==> src/rtl/pipe_pkg.sv <==
// Shared types for the pipeline write arbiter: state/grant encodings and
// the burst beat-counter width helper.
package pipe_pkg;

    typedef enum logic [1:0] {
        ARB_IDLE = 2'b00,
        ARB_GNT0 = 2'b01,
        ARB_GNT1 = 2'b10
    } arb_state_t;

    localparam logic [1:0] GRANT_NONE = 2'b00;
    localparam logic [1:0] GRANT_REQ0 = 2'b01;
    localparam logic [1:0] GRANT_REQ1 = 2'b10;

    // Bits needed to count 0..burst_len inclusive.
    function automatic int beat_cnt_width(input int burst_len);
        return $clog2(burst_len + 1);
    endfunction

endpackage

==> src/rtl/pipe_wr_rr_arbiter_sat_counter.sv <==
// Saturating up-counter: holds at all-ones once reached, cleared only by reset.
module sat_counter #(
    parameter int W = 16
) (
    input  logic         clock,
    input  logic         rst_n,
    input  logic         inc,
    output logic [W-1:0] count
);

    always_ff @(posedge clock or negedge rst_n) begin
        if (!rst_n) begin
            count <= '0;
        end else if (inc && (count != {W{1'b1}})) begin
            count <= count + W'(1);
        end
    end

endmodule

==> src/rtl/pipe_wr_rr_arbiter.sv <==
// Two-requester round-robin write arbiter with burst grants in front of a
// single-slot pipeline stage. Optional beat statistics under ARB_STATS_EN.
module pipe_wr_rr_arbiter
    import pipe_pkg::*;
#(
    parameter int DSIZE     = 8,
    parameter int BURST_LEN = 4,
    parameter int CNT_W     = 16
) (
    input  logic             clock,
    input  logic             rst_n,
    input  logic             req0_valid,
    input  logic [DSIZE-1:0] req0_data,
    output logic             req0_ready,
    input  logic             req1_valid,
    input  logic [DSIZE-1:0] req1_data,
    output logic             req1_ready,
    input  logic             stage_sum_empty,
    output logic             wr_en0,
    output logic [DSIZE-1:0] indata0,
    output logic             wr_en1,
    output logic [DSIZE-1:0] indata1,
    output logic [1:0]       grant,
    output logic [CNT_W-1:0] beats0_cnt,
    output logic [CNT_W-1:0] beats1_cnt
);

    localparam int             BW        = beat_cnt_width(BURST_LEN);
    localparam logic [BW-1:0]  BURST_MAX = BW'(BURST_LEN);

    // Handshake: a beat moves on a requester port only in a cycle where both
    // its valid and its ready are high; ready never depends on valid.
    arb_state_t    state, state_next;
    logic          last_served, last_served_next;
    logic [BW-1:0] beat_cnt, beat_cnt_next;
    logic [BW-1:0] cnt_inc;
    logic          beat, own_valid, oth_valid;

    always_ff @(posedge clock or negedge rst_n) begin
        if (!rst_n) begin
            state       <= ARB_IDLE;
            last_served <= 1'b1;
            beat_cnt    <= '0;
        end else begin
            state       <= state_next;
            last_served <= last_served_next;
            beat_cnt    <= beat_cnt_next;
        end
    end

    assign beat      = wr_en0 | wr_en1;
    assign cnt_inc   = beat_cnt + BW'(1);
    assign own_valid = (state == ARB_GNT0) ? req0_valid : req1_valid;
    assign oth_valid = (state == ARB_GNT0) ? req1_valid : req0_valid;

    always_comb begin
        state_next       = state;
        last_served_next = last_served;
        beat_cnt_next    = beat_cnt;
        unique case (state)
            ARB_IDLE: begin
                if (req0_valid && (!req1_valid || last_served)) begin
                    state_next = ARB_GNT0;
                end else if (req1_valid) begin
                    state_next = ARB_GNT1;
                end
            end
            ARB_GNT0, ARB_GNT1: begin
                if (beat) begin
                    beat_cnt_next = cnt_inc;
                end
                // Exit on the burst's final beat or when the owner goes quiet.
                if (!own_valid || (beat && (cnt_inc == BURST_MAX))) begin
                    beat_cnt_next    = '0;
                    last_served_next = (state == ARB_GNT1);
                    if (oth_valid) begin
                        state_next = (state == ARB_GNT0) ? ARB_GNT1 : ARB_GNT0;
                    end else if (own_valid) begin
                        state_next = state;
                    end else begin
                        state_next = ARB_IDLE;
                    end
                end
            end
            default: begin
                state_next    = ARB_IDLE;
                beat_cnt_next = '0;
            end
        endcase
    end

    always_comb begin
        req0_ready = 1'b0;
        req1_ready = 1'b0;
        wr_en0     = 1'b0;
        wr_en1     = 1'b0;
        indata0    = '0;
        indata1    = '0;
        grant      = state;
        if (state == ARB_GNT0) begin
            req0_ready = stage_sum_empty;
            wr_en0     = req0_valid & stage_sum_empty;
        end else if (state == ARB_GNT1) begin
            req1_ready = stage_sum_empty;
            wr_en1     = req1_valid & stage_sum_empty;
        end
        // Both stage ports carry the beat so the stage's port mux is moot.
        if (wr_en0) begin
            indata0 = req0_data;
            indata1 = req0_data;
        end else if (wr_en1) begin
            indata0 = req1_data;
            indata1 = req1_data;
        end
    end

`ifdef ARB_STATS_EN
    sat_counter #(.W(CNT_W)) u_beats0 (
        .clock (clock),
        .rst_n (rst_n),
        .inc   (wr_en0),
        .count (beats0_cnt)
    );

    sat_counter #(.W(CNT_W)) u_beats1 (
        .clock (clock),
        .rst_n (rst_n),
        .inc   (wr_en1),
        .count (beats1_cnt)
    );
`else
    assign beats0_cnt = '0;
    assign beats1_cnt = '0;
`endif

endmodule

==> config.mk <==
export PLATFORM = sky130hd
export DESIGN_NAME = pipe_wr_rr_arbiter
export DESIGN_NICKNAME = d
export VERILOG_FILES = /design/src/rtl/pipe_pkg.sv /design/src/rtl/pipe_wr_rr_arbiter_sat_counter.sv /design/src/rtl/pipe_wr_rr_arbiter.sv
export SDC_FILE = /design/constraint.sdc
export NUM_CORES = 1
export LEC_CHECK = 0
export BUFFER_PORTS_ARGS = -buffer_cell sky130_fd_sc_hd__buf_4
export CORE_AREA = 10 10 60 62
export CTS_CLUSTER_DIAMETER = 100
export CTS_CLUSTER_SIZE = 28
export DETAILED_ROUTE_END_ITERATION = 8
export DIE_AREA = 0 0 70 72
export PLACE_DENSITY = 0.77
export SLEW_MARGIN = 20
export SYNTH_ARGS = -nofsm -noshare
export SYNTH_HDL_FRONTEND = slang
export SYNTH_HIERARCHICAL = 1
export SYNTH_SLANG_ARGS = --single-unit
==> constraint.sdc <==
create_clock -name clock -period 2.4 [get_ports clock]
set_input_delay 0.24 -clock clock [delete_from_list [all_inputs] [get_ports clock]]
set_output_delay 0.24 -clock clock [all_outputs]
set_load 0.1 [all_outputs]
==> results.md <==
- Max Slew Vio Count: 0
- Worst-path cell chain: ha_2 > nor2b_2 > and3_4 > a22o_4 > buf_4
- P_leak: 0.6518 nW
- DRT antenna net count: 0
- Clk_skew: 0.002392 ns
- Number of core rows: 18
- Worst hold-check path type: in2async
- Iter 0 DRT Violations: 6
- Crit end category: primary output
- Core area: 0.002432 mm2
- # clock sinks: 6
- Clock power frac: 0.071
- Tot GR Track Use: 0.09124
- Critical Path RT: 2.16 ns
- Vias: 725
- Crit-path slowest cell: dfrtp_4
- Final hold violation count: 0
- Critical Path Source Type: flop
- Synth Instances: 102
- FF-to-FF Start: grant[1]
- Root Driver: clkbuf_4
- Seq pwr share: 0.119
- Syn_area_per_cell: 8.758 um2
- Synth unique cells: 32
- Pint: 0.5129 mW
- CTS H-tree depth: 1
- Max rail drop VDD: 0.0006534 V
- Dpl hpwl: 2206 um
- Total die area: 0.005040 mm2
- DRC viols: 0
- Total clock buffers created by CTS: 3
- Combinational fraction of design power: 0.810
- DRT Pass-1 Iters: 4
- Endpoints failing setup: 0
- Period utilization: 0.9320
- Layout cell share with drive strength beyond 1: 0.5217
- Clock Pin Slew Worst Setup and Hold Paths: 0.05 ns
- Most frequent cells in the layout: buf_4, conb_1, a22o_4, nand2_1, ha_1
- First-pass GRT wire length: 3905 um
- Initial antenna violation count: 0
- Multi-input gate area: 613.1 um2
- Post-placement cell count: 163
- Largest net degree at the start of global routing: 10
- CTS max path bufs: 2
- Register area: 158.9 um2
- Sequential cell area fraction in the yosys report: 0.1695
- Initial Util: 0.3673
- Crit Path Class: reg2out
- Die width: 70 um
- Port buffer count: 42
- Wire per inst: 14.44 um
- CTS tree: done
- Reg2reg setup slack: 0.43 ns
- Finished Core Util: 0.4835
- FMAX: 0.4471 GHz
- Critical path peak fanout: 9
- Routed WL: 2426 um
- Switching share of total power: 0.6564
- Pwr per Cell Area: 1269 mW/mm2
- Via count of the first global-routing pass: 795
- Status: finished, final reports clean
- Routability cong.: 0.8368
- Hold Slack: 0.3292 ns
- GR Overflow Total: 0
- RSZ-0062 raised after global routing: false
- Final Non-Filler Cells: 168
- Final Critical Period: 2.237 ns
- Worst Path Arrival: 2.00 ns
- Layout Nets: 166
- Syn Std Cell Area: 893.4 um2
- Synth warn: 6
- CP peak stage delay: 0.50 ns
- Sw Pwr: 0.9797 mW
- Synth-to-layout area growth: 31.65%
- Fill count: 249
- Io pins: 75
- Clk_lat worst skew: 0.25 ns
- Critical path origin: grant[0]
- Antenna Cells: 0
- Die H: 72 um
- DR vias/cell: 4.315
- Most common cell after layout, fill and taps aside: buf_4
- Max_cap viols: 0
- Post-synthesis register bit count: 6
-- cells in the mapped netlist (all sizes together) --
master | count | share of area
a21boi | 1 | 0.0084
a21o | 1 | 0.0098
a21oi | 2 | 0.011
a22o | 8 | 0.078
a311oi | 1 | 0.017
a31oi | 1 | 0.014
a32o | 1 | 0.011
and2 | 1 | 0.0084
and2b | 1 | 0.0098
and3 | 3 | 0.025
and4b | 1 | 0.011
buf | 41 | 0.34
clkbuf | 1 | 0.0042
conb | 1 | 0.0042
dfrtp | 5 | 0.14
dfstp | 1 | 0.029
ha | 6 | 0.084
inv | 4 | 0.017
mux2 | 4 | 0.055
mux2i | 1 | 0.011
nand2 | 5 | 0.021
nand2b | 1 | 0.0070
nand3 | 1 | 0.0056
nor2 | 1 | 0.0042
nor2b | 1 | 0.0098
nor3 | 3 | 0.017
nor3b | 2 | 0.017
o21ai | 1 | 0.0098
o21bai | 1 | 0.0084
o2bb2ai | 1 | 0.0098
-- sequential cells by signal, indices dropped and copies added, names as in the netlist --
name	count
beat_cnt	3
grant	2
last_served	1
-- per-stage QoR --
stage / setup TNS (ns) / total power [mW] / area, um2 / worst slack [ns]
6_report: 0 / 1.493 / 1176 / 0.1632
2_1_floorplan: -0.009616 / 1.310 / 1212 / -0.009616
4_1_cts: 0 / 1.504 / 1172 / 0.05757
3_5_place_dp: 0 / 1.389 / 1136 / 0.3478
5_1_grt: 0 / 1.574 / 1176 / 0.05369
3_3_place_gp: 0 / 1.365 / 1136 / 0.4207
-- layout make-up --
class,count,share of cell area
well taps,30,0.03191
multi-input cells,81,0.5213
clock buffers,4,0.02234
inverters,4,0.01277
flip-flops and latches,6,0.1351
repair buffers,43,0.2766
-- final timing paths --
check | endpoint | cells past startpoint
worst min register to register | beat_cnt[2] | 1
worst max-delay path | indata0[2] | 5
worst max register to register | grant[0] | 6
min in group clock | last_served | 3
worst min-delay path | grant[1] | 2
max in group asynchronous | last_served | 2
-- power by group through the flow --
stage,Combinational (mW),Sequential [mW],Clock [mW]
2_1_floorplan,1.03,0.278,0
3_3_place_gp,1.19,0.175,0
3_5_place_dp,1.21,0.179,0
4_1_cts,1.21,0.178,0.112
5_1_grt,1.27,0.181,0.119
6_report,1.21,0.177,0.106
-- what timing repair did --
| action | in CTS | in global routing |
|---|---|---|
| endpoints found under the setup margin | 0 | 16 |
| resized for setup | 0 | 1 |
| setup buffers | 0 | 0 |
| hold endpoints to repair | 6 | 0 |
| hold buffers | 1 | 0 |
-- cells by family after synthesis --
| logic type | after synthesis | synth area share |
|---|---|---|
| other | 1 | 0.004198 |
| DFF | 6 | 0.1695 |
| muxes | 5 | 0.06582 |
| and+or+nand+nor | 20 | 0.1358 |
| adders and majority gates | 6 | 0.08403 |
| AOI/OAI and AO/OA | 18 | 0.1779 |
| buffers and inverters | 46 | 0.3627 |
-- routing by layer --
| metal | up-vias | GRT usage | share of wire |
|---|---|---|---|
| li1 | 352 | - | - |
| met1 | 329 | 0.09380 | 0.37 |
| met2 | 44 | 0.1561 | 0.50 |
| met3 | 0 | 0.05578 | 0.13 |
| met4 | 0 | 0.01974 | 0 |
| met5 | - | 0 | 0 |
-- critical path, delay by kind of cell, from the launching register on --
kind	cells	cell delay, ns
compound gates	1	0.16
fa+ha+maj	1	0.26
buf+inv	1	0.28
flops	1	0.50
simple gates	2	0.53
Note: power is estimated with default switching activity, not from simulation.
